<file path="src/rtl/riscv_pkg.sv">
// Shared RV32I decode constants: opcodes, ALU operation codes, operand-source
// selects and the ID/EX pipeline record.
package riscv_pkg;

  localparam int WORD_W = 32;

  localparam logic [6:0] OPC_LOAD   = 7'b0000011;
  localparam logic [6:0] OPC_OP_IMM = 7'b0010011;
  localparam logic [6:0] OPC_AUIPC  = 7'b0010111;
  localparam logic [6:0] OPC_STORE  = 7'b0100011;
  localparam logic [6:0] OPC_OP     = 7'b0110011;
  localparam logic [6:0] OPC_LUI    = 7'b0110111;
  localparam logic [6:0] OPC_BRANCH = 7'b1100011;
  localparam logic [6:0] OPC_JALR   = 7'b1100111;
  localparam logic [6:0] OPC_JAL    = 7'b1101111;

  typedef enum logic [3:0] {
    ALU_ADD  = 4'b0000,
    ALU_SUB  = 4'b1000,
    ALU_SLL  = 4'b0001,
    ALU_SLT  = 4'b0010,
    ALU_SLTU = 4'b0011,
    ALU_XOR  = 4'b0100,
    ALU_SRL  = 4'b0101,
    ALU_SRA  = 4'b1101,
    ALU_OR   = 4'b0110,
    ALU_AND  = 4'b0111
  } alu_ctl_t;

  typedef enum logic [1:0] {
    SRC_RS2  = 2'b00,
    SRC_IMM  = 2'b01,
    SRC_FOUR = 2'b10
  } alu_bsrc_t;

  typedef enum logic {
    SRC_RS1 = 1'b0,
    SRC_PC  = 1'b1
  } alu_asrc_t;

  typedef struct packed {
    logic              valid;
    alu_asrc_t         asrc;
    alu_bsrc_t         bsrc;
    alu_ctl_t          actl;
    logic [WORD_W-1:0] rdata1;
    logic [WORD_W-1:0] rdata2;
    logic [WORD_W-1:0] pc;
    logic [WORD_W-1:0] imm;
    logic [4:0]        rd;
    logic [4:0]        rs1;
    logic [4:0]        rs2;
    logic [2:0]        funct3;
    logic              reg_write;
    logic              mem_read;
    logic              mem_write;
    logic              branch;
    logic              jump;
    logic              jump_reg;
    logic              illegal;
  } id_ex_t;

endpackage

</file>
<file path="src/rtl/id_ex_stage_if.sv">
// ALU operand/control bundle between the ID/EX register and the EX stage.
interface id_ex_stage_if;
  import riscv_pkg::*;

  logic              ex_valid;
  logic              ALUASrc;
  logic [1:0]        ALUBSrc;
  logic [3:0]        ALUCtl;
  logic [WORD_W-1:0] ReadData1;
  logic [WORD_W-1:0] ReadData2;
  logic [WORD_W-1:0] pc;
  logic [WORD_W-1:0] ImmGenOut;
  logic [4:0]        ex_rd;
  logic [4:0]        ex_rs1;
  logic [4:0]        ex_rs2;
  logic [2:0]        ex_funct3;
  logic              RegWrite;
  logic              MemRead;
  logic              MemWrite;
  logic              Branch;
  logic              Jump;
  logic              JumpReg;
  logic              ex_illegal;

  modport master (
    output ex_valid, ALUASrc, ALUBSrc, ALUCtl, ReadData1, ReadData2, pc, ImmGenOut,
           ex_rd, ex_rs1, ex_rs2, ex_funct3, RegWrite, MemRead, MemWrite, Branch,
           Jump, JumpReg, ex_illegal
  );

  modport slave (
    input ex_valid, ALUASrc, ALUBSrc, ALUCtl, ReadData1, ReadData2, pc, ImmGenOut,
          ex_rd, ex_rs1, ex_rs2, ex_funct3, RegWrite, MemRead, MemWrite, Branch,
          Jump, JumpReg, ex_illegal
  );

endinterface

</file>
<file path="src/rtl/imm_gen.sv">
// Combinational immediate generator: picks the I/S/B/U/J format from the
// opcode and sign-extends to 32 bits.
module imm_gen
  import riscv_pkg::*;
(
  input  logic [WORD_W-1:0] instr,
  output logic [WORD_W-1:0] imm
);

  logic [WORD_W-1:0] imm_i;
  logic [WORD_W-1:0] imm_s;
  logic [WORD_W-1:0] imm_b;
  logic [WORD_W-1:0] imm_u;
  logic [WORD_W-1:0] imm_j;
  logic              is_shift;

  assign imm_i = {{20{instr[31]}}, instr[31:20]};
  assign imm_s = {{20{instr[31]}}, instr[31:25], instr[11:7]};
  assign imm_b = {{19{instr[31]}}, instr[31], instr[7], instr[30:25], instr[11:8], 1'b0};
  assign imm_u = {instr[31:12], 12'b0};
  assign imm_j = {{11{instr[31]}}, instr[31], instr[19:12], instr[20], instr[30:21], 1'b0};

  // Shift-immediates carry funct7 in the upper bits; only the shamt is an operand.
  assign is_shift = (instr[14:12] == 3'b001) || (instr[14:12] == 3'b101);

  always_comb begin
    imm = '0;
    case (instr[6:0])
      OPC_OP_IMM:          imm = is_shift ? {27'b0, instr[24:20]} : imm_i;
      OPC_LOAD, OPC_JALR:  imm = imm_i;
      OPC_STORE:           imm = imm_s;
      OPC_BRANCH:          imm = imm_b;
      OPC_LUI, OPC_AUIPC:  imm = imm_u;
      OPC_JAL:             imm = imm_j;
      default:             imm = '0;
    endcase
  end

endmodule

</file>
<file path="src/rtl/id_ex_stage.sv">
// RV32I decode plus ID/EX pipeline register, with load-use bubble insertion
// and downstream hold/flush handling.
module id_ex_stage
  import riscv_pkg::*;
#(
  parameter int XLEN = WORD_W
) (
  input  logic            clk,
  input  logic            rst_n,
  input  logic            if_id_valid,
  input  logic [31:0]     if_id_instr,
  input  logic [XLEN-1:0] if_id_pc,
  output logic [4:0]      rs1_addr,
  output logic [4:0]      rs2_addr,
  input  logic [XLEN-1:0] rf_rdata1,
  input  logic [XLEN-1:0] rf_rdata2,
  input  logic            hold,
  input  logic            flush,
  output logic            id_stall,
  id_ex_stage_if.master   ex
);

  logic [6:0]        opcode;
  logic [2:0]        funct3;
  logic [XLEN-1:0]   imm;
  logic              use_rs1;
  logic              use_rs2;
  logic              dec_illegal;
  logic              hazard;
  id_ex_t            decoded;
  id_ex_t            id_ex_reg;
  id_ex_t            id_ex_next;

  assign opcode   = if_id_instr[6:0];
  assign funct3   = if_id_instr[14:12];
  assign rs1_addr = (opcode == OPC_LUI) ? 5'd0 : if_id_instr[19:15];
  assign rs2_addr = if_id_instr[24:20];

  imm_gen u_imm_gen (
    .instr (if_id_instr),
    .imm   (imm)
  );

  always_comb begin
    decoded        = '0;
    use_rs1        = 1'b0;
    use_rs2        = 1'b0;
    dec_illegal    = 1'b0;
    decoded.valid  = 1'b1;
    decoded.asrc   = SRC_RS1;
    decoded.bsrc   = SRC_RS2;
    decoded.actl   = ALU_ADD;
    decoded.rdata1 = rf_rdata1;
    decoded.rdata2 = rf_rdata2;
    decoded.pc     = if_id_pc;
    decoded.imm    = imm;
    decoded.funct3 = funct3;
    case (opcode)
      OPC_OP: begin
        use_rs1           = 1'b1;
        use_rs2           = 1'b1;
        decoded.reg_write = 1'b1;
        decoded.actl      = alu_ctl_t'({if_id_instr[30], funct3});
      end
      OPC_OP_IMM: begin
        use_rs1           = 1'b1;
        decoded.reg_write = 1'b1;
        decoded.bsrc      = SRC_IMM;
        decoded.actl      = alu_ctl_t'({(funct3 == 3'b101) & if_id_instr[30], funct3});
      end
      OPC_LOAD: begin
        use_rs1           = 1'b1;
        decoded.reg_write = 1'b1;
        decoded.mem_read  = 1'b1;
        decoded.bsrc      = SRC_IMM;
      end
      OPC_STORE: begin
        use_rs1           = 1'b1;
        use_rs2           = 1'b1;
        decoded.mem_write = 1'b1;
        decoded.bsrc      = SRC_IMM;
      end
      OPC_BRANCH: begin
        use_rs1        = 1'b1;
        use_rs2        = 1'b1;
        decoded.branch = 1'b1;
        case (funct3[2:1])
          2'b10:   decoded.actl = ALU_SLT;
          2'b11:   decoded.actl = ALU_SLTU;
          default: decoded.actl = ALU_SUB;
        endcase
      end
      OPC_JAL: begin
        decoded.reg_write = 1'b1;
        decoded.jump      = 1'b1;
        decoded.asrc      = SRC_PC;
        decoded.bsrc      = SRC_FOUR;
      end
      OPC_JALR: begin
        use_rs1           = 1'b1;
        decoded.reg_write = 1'b1;
        decoded.jump      = 1'b1;
        decoded.jump_reg  = 1'b1;
        decoded.asrc      = SRC_PC;
        decoded.bsrc      = SRC_FOUR;
      end
      OPC_LUI: begin
        decoded.reg_write = 1'b1;
        decoded.bsrc      = SRC_IMM;
      end
      OPC_AUIPC: begin
        decoded.reg_write = 1'b1;
        decoded.asrc      = SRC_PC;
        decoded.bsrc      = SRC_IMM;
      end
      default: dec_illegal = 1'b1;
    endcase
    // Indices of unused fields are zeroed so forwarding logic never matches them.
    decoded.rd  = decoded.reg_write ? if_id_instr[11:7] : 5'd0;
    decoded.rs1 = use_rs1 ? rs1_addr : 5'd0;
    decoded.rs2 = use_rs2 ? rs2_addr : 5'd0;
  end

  assign hazard = id_ex_reg.valid & id_ex_reg.mem_read & (id_ex_reg.rd != 5'd0) & if_id_valid &
                  ((use_rs1 & (id_ex_reg.rd == rs1_addr)) | (use_rs2 & (id_ex_reg.rd == rs2_addr)));

  assign id_stall = ~flush & (hold | hazard);

  // Priority: flush beats hold, hold beats the load-use bubble.
  always_comb begin
    id_ex_next = '0;
    if (!flush) begin
      if (hold) begin
        id_ex_next = id_ex_reg;
      end else if (if_id_valid && !hazard) begin
        if (dec_illegal) begin
          id_ex_next.illegal = 1'b1;
        end else begin
          id_ex_next = decoded;
        end
      end
    end
  end

  always_ff @(posedge clk or negedge rst_n) begin
    if (!rst_n) begin
      id_ex_reg <= '0;
    end else begin
      id_ex_reg <= id_ex_next;
    end
  end

  assign ex.ex_valid   = id_ex_reg.valid;
  assign ex.ALUASrc    = id_ex_reg.asrc;
  assign ex.ALUBSrc    = id_ex_reg.bsrc;
  assign ex.ALUCtl     = id_ex_reg.actl;
  assign ex.ReadData1  = id_ex_reg.rdata1;
  assign ex.ReadData2  = id_ex_reg.rdata2;
  assign ex.pc         = id_ex_reg.pc;
  assign ex.ImmGenOut  = id_ex_reg.imm;
  assign ex.ex_rd      = id_ex_reg.rd;
  assign ex.ex_rs1     = id_ex_reg.rs1;
  assign ex.ex_rs2     = id_ex_reg.rs2;
  assign ex.ex_funct3  = id_ex_reg.funct3;
  assign ex.RegWrite   = id_ex_reg.reg_write;
  assign ex.MemRead    = id_ex_reg.mem_read;
  assign ex.MemWrite   = id_ex_reg.mem_write;
  assign ex.Branch     = id_ex_reg.branch;
  assign ex.Jump       = id_ex_reg.jump;
  assign ex.JumpReg    = id_ex_reg.jump_reg;
  assign ex.ex_illegal = id_ex_reg.illegal;

endmodule

</file>
<file path="src/flat_wrapper.sv">
// flat-port wrapper written by rule: the top's interface ports become plain ports
module id_ex_stage_flat import riscv_pkg::*;
#(
  parameter int XLEN = WORD_W
)
  (clk, rst_n, if_id_valid, if_id_instr, if_id_pc, rs1_addr, rs2_addr, rf_rdata1, rf_rdata2, hold, flush, id_stall, ex_ex_valid, ex_ALUASrc, ex_ALUBSrc, ex_ALUCtl, ex_ReadData1, ex_ReadData2, ex_pc, ex_ImmGenOut, ex_ex_rd, ex_ex_rs1, ex_ex_rs2, ex_ex_funct3, ex_RegWrite, ex_MemRead, ex_MemWrite, ex_Branch, ex_Jump, ex_JumpReg, ex_ex_illegal);
  id_ex_stage_if ex_i ();
  input  logic clk;
  input  logic rst_n;
  input  logic if_id_valid;
  input  logic [31:0] if_id_instr;
  input  logic [XLEN-1:0] if_id_pc;
  output logic [4:0] rs1_addr;
  output logic [4:0] rs2_addr;
  input  logic [XLEN-1:0] rf_rdata1;
  input  logic [XLEN-1:0] rf_rdata2;
  input  logic hold;
  input  logic flush;
  output logic id_stall;
  output wire logic [$bits(ex_i.ex_valid)-1:0] ex_ex_valid;
  output wire logic [$bits(ex_i.ALUASrc)-1:0] ex_ALUASrc;
  output wire logic [$bits(ex_i.ALUBSrc)-1:0] ex_ALUBSrc;
  output wire logic [$bits(ex_i.ALUCtl)-1:0] ex_ALUCtl;
  output wire logic [$bits(ex_i.ReadData1)-1:0] ex_ReadData1;
  output wire logic [$bits(ex_i.ReadData2)-1:0] ex_ReadData2;
  output wire logic [$bits(ex_i.pc)-1:0] ex_pc;
  output wire logic [$bits(ex_i.ImmGenOut)-1:0] ex_ImmGenOut;
  output wire logic [$bits(ex_i.ex_rd)-1:0] ex_ex_rd;
  output wire logic [$bits(ex_i.ex_rs1)-1:0] ex_ex_rs1;
  output wire logic [$bits(ex_i.ex_rs2)-1:0] ex_ex_rs2;
  output wire logic [$bits(ex_i.ex_funct3)-1:0] ex_ex_funct3;
  output wire logic [$bits(ex_i.RegWrite)-1:0] ex_RegWrite;
  output wire logic [$bits(ex_i.MemRead)-1:0] ex_MemRead;
  output wire logic [$bits(ex_i.MemWrite)-1:0] ex_MemWrite;
  output wire logic [$bits(ex_i.Branch)-1:0] ex_Branch;
  output wire logic [$bits(ex_i.Jump)-1:0] ex_Jump;
  output wire logic [$bits(ex_i.JumpReg)-1:0] ex_JumpReg;
  output wire logic [$bits(ex_i.ex_illegal)-1:0] ex_ex_illegal;
  assign ex_ex_valid = ex_i.ex_valid;
  assign ex_ALUASrc = ex_i.ALUASrc;
  assign ex_ALUBSrc = ex_i.ALUBSrc;
  assign ex_ALUCtl = ex_i.ALUCtl;
  assign ex_ReadData1 = ex_i.ReadData1;
  assign ex_ReadData2 = ex_i.ReadData2;
  assign ex_pc = ex_i.pc;
  assign ex_ImmGenOut = ex_i.ImmGenOut;
  assign ex_ex_rd = ex_i.ex_rd;
  assign ex_ex_rs1 = ex_i.ex_rs1;
  assign ex_ex_rs2 = ex_i.ex_rs2;
  assign ex_ex_funct3 = ex_i.ex_funct3;
  assign ex_RegWrite = ex_i.RegWrite;
  assign ex_MemRead = ex_i.MemRead;
  assign ex_MemWrite = ex_i.MemWrite;
  assign ex_Branch = ex_i.Branch;
  assign ex_Jump = ex_i.Jump;
  assign ex_JumpReg = ex_i.JumpReg;
  assign ex_ex_illegal = ex_i.ex_illegal;
  id_ex_stage #(.XLEN(XLEN)) u_core (.clk(clk), .rst_n(rst_n), .if_id_valid(if_id_valid), .if_id_instr(if_id_instr), .if_id_pc(if_id_pc), .rs1_addr(rs1_addr), .rs2_addr(rs2_addr), .rf_rdata1(rf_rdata1), .rf_rdata2(rf_rdata2), .hold(hold), .flush(flush), .id_stall(id_stall), .ex(ex_i));
endmodule
</file>
<file path="config.mk">
export PLATFORM = sky130hd
export DESIGN_NAME = id_ex_stage_flat
export DESIGN_NICKNAME = d
export VERILOG_FILES = /design/src/rtl/riscv_pkg.sv /design/src/rtl/id_ex_stage_if.sv /design/src/rtl/imm_gen.sv /design/src/rtl/id_ex_stage.sv /design/src/flat_wrapper.sv
export SDC_FILE = /design/constraint.sdc
export NUM_CORES = 1
export LEC_CHECK = 0
export ABC_CLOCK_PERIOD_IN_PS = 2630
export CORE_ASPECT_RATIO = 1.75
export CORE_MARGIN = 3
export CORE_UTILIZATION = 42
export DETAILED_ROUTE_END_ITERATION = 8
export GPL_TIMING_DRIVEN = 0
export PLACE_DENSITY = 0.92
export SETUP_SLACK_MARGIN = 0.05
export SLEW_MARGIN = 20
export SYNTH_ARGS = -nofsm -noshare
export SYNTH_HDL_FRONTEND = slang
export SYNTH_HIERARCHICAL = 1
export SYNTH_SLANG_ARGS = --single-unit
</file>
<file path="constraint.sdc">
create_clock -name clk -period 2.63 [get_ports clk]
set_input_delay 0.263 -clock clk [delete_from_list [all_inputs] [get_ports clk]]
set_output_delay 0.263 -clock clk [all_outputs]
set_load 0.05 [all_outputs]
</file>
==> results.py <==
metrics = {
    "timing": {
        "final.min_clock_period_ns": 2.510,
        "hold_viol": 0,
        "skew_ns": 0.01250,
        "setup_violations": 0,
        "post-route-period-util_pct": 95.44,
        "max_slew.worst_pin.slew_ns": 1.072,
        "fmax_mhz": 398.4,
        "grt_setup_unrepaired": "false",
        "max_slew_margin_pct": 28.38,
        "slew_violations": 0,
    },
    "power": {
        "p_per_area_mw_per_mm2": 510.7,
        "p_leak_uw": 0.004880,
        "power.total_uw": 5552,
        "max-vdd-ir-drop_uv": 390.3,
    },
    "logic_synthesis": {
        "seq_area_frac_synth_pct": 58.58,
        "ys_types": 54,
        "synth_top_area_share_pct": 58.58,
        "synth_edf_count": 0,
        "avgSynthCellArea_sq_um": 12.25,
        "netlist_area_sq_mm": 0.006835,
        "synth_top_cell_by_area": "dfrtp_1",
        "async_reset_ff_share_pct": 100.0,
        "synthCells": 558,
        "yosys_warnings": 6,
        "synth_nets": 691,
        "synth_area_leaders": "dfrtp_1 (59%), a22o_1 (18%), nand2_1 (2.3%), o21ai_0 (1.8%), buf_6 (1.6%)",
        "yosys_most_used_dff": "dfrtp_1",
        "synth_seq_cells": 160,
    },
    "critical_path": {
        "worst_setup_path_start_kind": "flip-flop",
        "reg2reg_from": "u_core/ex.ex_rd[4]",
        "critical_path.startpoint": "u_core/ex.ex_rd[4]",
        "required_ns": 2.37,
        "crit_arrival_ns": 2.25,
        "crit_type": "flip-flop to output pin",
        "crit_fanout": 6,
        "crit_path_end_kind": "output pin",
    },
    "global_route": {
        "grt_overflow": 0,
        "grt_pass1_vias": 6445,
        "antenna_found_initial": 0,
        "grt_max_degree": 87,
        "grt_pass1_wl_um": 36450,
        "grt_usage_pct": 26.68,
    },
    "detailed_routing": {
        "drtPass1Iterations": 5,
        "viasPerCell": 5.693,
        "antenna_left": 0,
        "drc": 0,
        "drtIter0Drc": 296,
        "wl_per_cell_um": 21.93,
        "num_vias": 6228,
        "wl_um": 23990,
    },
    "clocking": {
        "max-clock-path-buffers": 2,
        "cts_sinks": 160,
        "clk_pin_slew_ns": 0.07,
        "cts_tree": "yes",
        "cts_buffers": 17,
        "htree_num_levels": 4,
        "root_buffer": "clkbuf_16",
        "insertion_delay_ns": 0.41,
    },
    "min_path": {
        "hp-class": "input pin to async pin",
    },
    "cells_and_area": {
        "final_nets": 1026,
        "final_util_pct": 68.15,
        "fin_cells": 1094,
        "n_antenna_cell": 0,
        "drive_gt1_share_pct": 11.71,
        "area_delta_synth_final_pct": 59.03,
    },
    "floorplanning": {
        "initial_core_util_pct": 42.85,
        "std_cell_rows": 61,
        "ios": 305,
        "die-area_sq_mm": 0.01790,
        "core_area_sq_mm": 0.01595,
        "die-width_um": 102.4,
        "die_y_um": 174.8,
    },
    "placement": {
        "port_buffers": 304,
        "gp_congestion": 0.9240,
        "dp.cells": 1052,
        "hpwl_um": 17610,
    },
    "status": {
        "outcome": "completed",
    },
    "flow_run": {
        "max_cap_violations": 0,
    },
}
[worst paths after layout]
kind | end | slack, ns | cells past startpoint
min in group clk | u_core/ex.ReadData2[29] | 0.45 | 2
setup reg to reg | u_core/ex.pc[28] | 0.28 | 10
hold reg to reg | u_core/ex.ALUASrc | 0.48 | 2
hold / removal | u_core/ex.ReadData1[25] | 0.39 | 2
setup / recovery | id_stall | 0.12 | 9
max in group asynchronous | u_core/ex.pc[10] | 1.40 | 3
[synth_stat cells, types with 9 or more instances]
cell type,number
a21o_1,9
a21o_2,11
a22o_1,137
buf_2,10
buf_6,10
clkbuf_1,22
dfrtp_1,160
nand2_1,41
nand3_1,20
nor2_1,12
nor2b_1,10
o21ai_0,24
[metrics by stage]
stage,TNS [ns],area [sq um],worst slack [ns],hold slack (ns)
6_report,0,10870,0.1200,0.3939
5_1_grt,0,10870,0.05304,0.4436
4_1_cts,0,10830,0.05781,0.4252
3_5_place_dp,-65.32,10150,-1.446,0.2727
3_3_place_gp,-878.08,10120,-5.701,0.4606
2_1_floorplan,0,6837,0.07728,-0.03259
[cells by family after synthesis]
logic type	after synthesis	share of synthesized area (%)
AO/OA/AOI/OAI	216	26.18
flip-flops	160	58.58
AND/OR/NAND/NOR	117	9.427
buffers and inverters	58	4.906
XOR/XNOR	6	0.7689
multiplexers	1	0.1464
[cells in the final DEF, fill, tap and decap left out, types with 2 or more instances in the layout]
master / netlist / final
o31ai_1: 6 / 6
inv_6: 0 / 4
nor3_1: 5 / 5
clkbuf_16: 0 / 17
dfrtp_2: 0 / 2
and3b_1: 2 / 2
xor2_1: 3 / 3
clkdlybuf4s50_1: 0 / 295
xnor2_1: 3 / 3
buf_2: 10 / 8
nand3_1: 20 / 20
buf_6: 10 / 11
inv_1: 8 / 8
a21oi_1: 3 / 3
a31oi_1: 3 / 3
nor2_2: 0 / 3
clkbuf_1: 22 / 21
dlygate4sd2_1: 0 / 6
or3_1: 2 / 2
nor2_1: 12 / 9
a22o_1: 137 / 137
o21ai_2: 4 / 4
nand2_1: 41 / 41
clkinvlp_4: 0 / 4
bufinv_16: 0 / 2
buf_4: 8 / 19
o22ai_1: 4 / 4
and2_1: 6 / 6
a21o_1: 9 / 9
a21o_2: 11 / 11
o21ai_0: 24 / 24
nand4_1: 3 / 3
buf_8: 0 / 2
dfrtp_1: 160 / 158
nand3b_1: 2 / 2
a32o_1: 2 / 2
nor2b_1: 10 / 10
clkinv_4: 0 / 2
[flip-flops by register name (all words and copies together) (netlist names)]
| name | count |
|---|---|
| u_core/ex.ALUASrc | 1 |
| u_core/ex.ALUBSrc | 2 |
| u_core/ex.ALUCtl | 4 |
| u_core/ex.Branch | 1 |
| u_core/ex.ImmGenOut | 32 |
| u_core/ex.JumpReg | 1 |
| u_core/ex.MemRead | 1 |
| u_core/ex.MemWrite | 1 |
| u_core/ex.ReadData1 | 32 |
| u_core/ex.ReadData2 | 32 |
| u_core/ex.RegWrite | 1 |
| u_core/ex.ex_funct3 | 3 |
| u_core/ex.ex_illegal | 1 |
| u_core/ex.ex_rd | 5 |
| u_core/ex.ex_rs1 | 5 |
| u_core/ex.ex_rs2 | 5 |
| u_core/ex.ex_valid | 1 |
| u_core/ex.pc | 32 |
[routing by layer]
metal / wire length (um) / vias up / part of all wire (%) / GRT usage (%)
li1: - / 2770 / - / -
met1: 8933 / 3070 / 37 / 32.07
met2: 12320 / 315 / 51 / 43.88
met3: 1444 / 73 / 6.0 / 5.433
met4: 1293 / 0 / 5.4 / 14.56
met5: 0 / - / 0 / 0
[worst max-delay path, stage by stage, from the launching register on]
cell	delay [ns]
dfrtp_2	0.45
nand2b_4	0.17
buf_4	0.14
a2bb2oi_1	0.18
a2111oi_2	0.11
a21boi_2	0.23
nor2_2	0.07
clkbuf_8	0.14
o21ba_2	0.20
buf_8	0.15
[area by class of cell]
type	count	area, sq um
Inverter	8	30.03
Tap cell	189	236.5
Multi-Input combinational cell	340	2530
Sequential cell	160	4006
Timing Repair Buffer	316	3159
Clock inverter	13	153.9
Clock buffer	18	429.2
Buffer	50	325.3
Fill cell	1131	5081
[power breakdown]
| part | internal (uW) | switching (uW) | total (uW) |
|---|---|---|---|
| logic | 275 | 313 | 588 |
| clock network | 1420 | 1070 | 2490 |
| registers | 2470 | 6.88 | 2480 |
[what timing repair did]
| item | 4_1_cts | 5_1_grt |
|---|---|---|
| hold buffers | 1 | 0 |
| setup buffers | 7 | 3 |
| endpoints found under the hold margin | 74 | 0 |
| gates resized for setup | 28 | 4 |
| pin swaps | 4 | 4 |
| endpoints found under the setup margin | 84 | 1 |
Power figures use the tool's default switching activity.
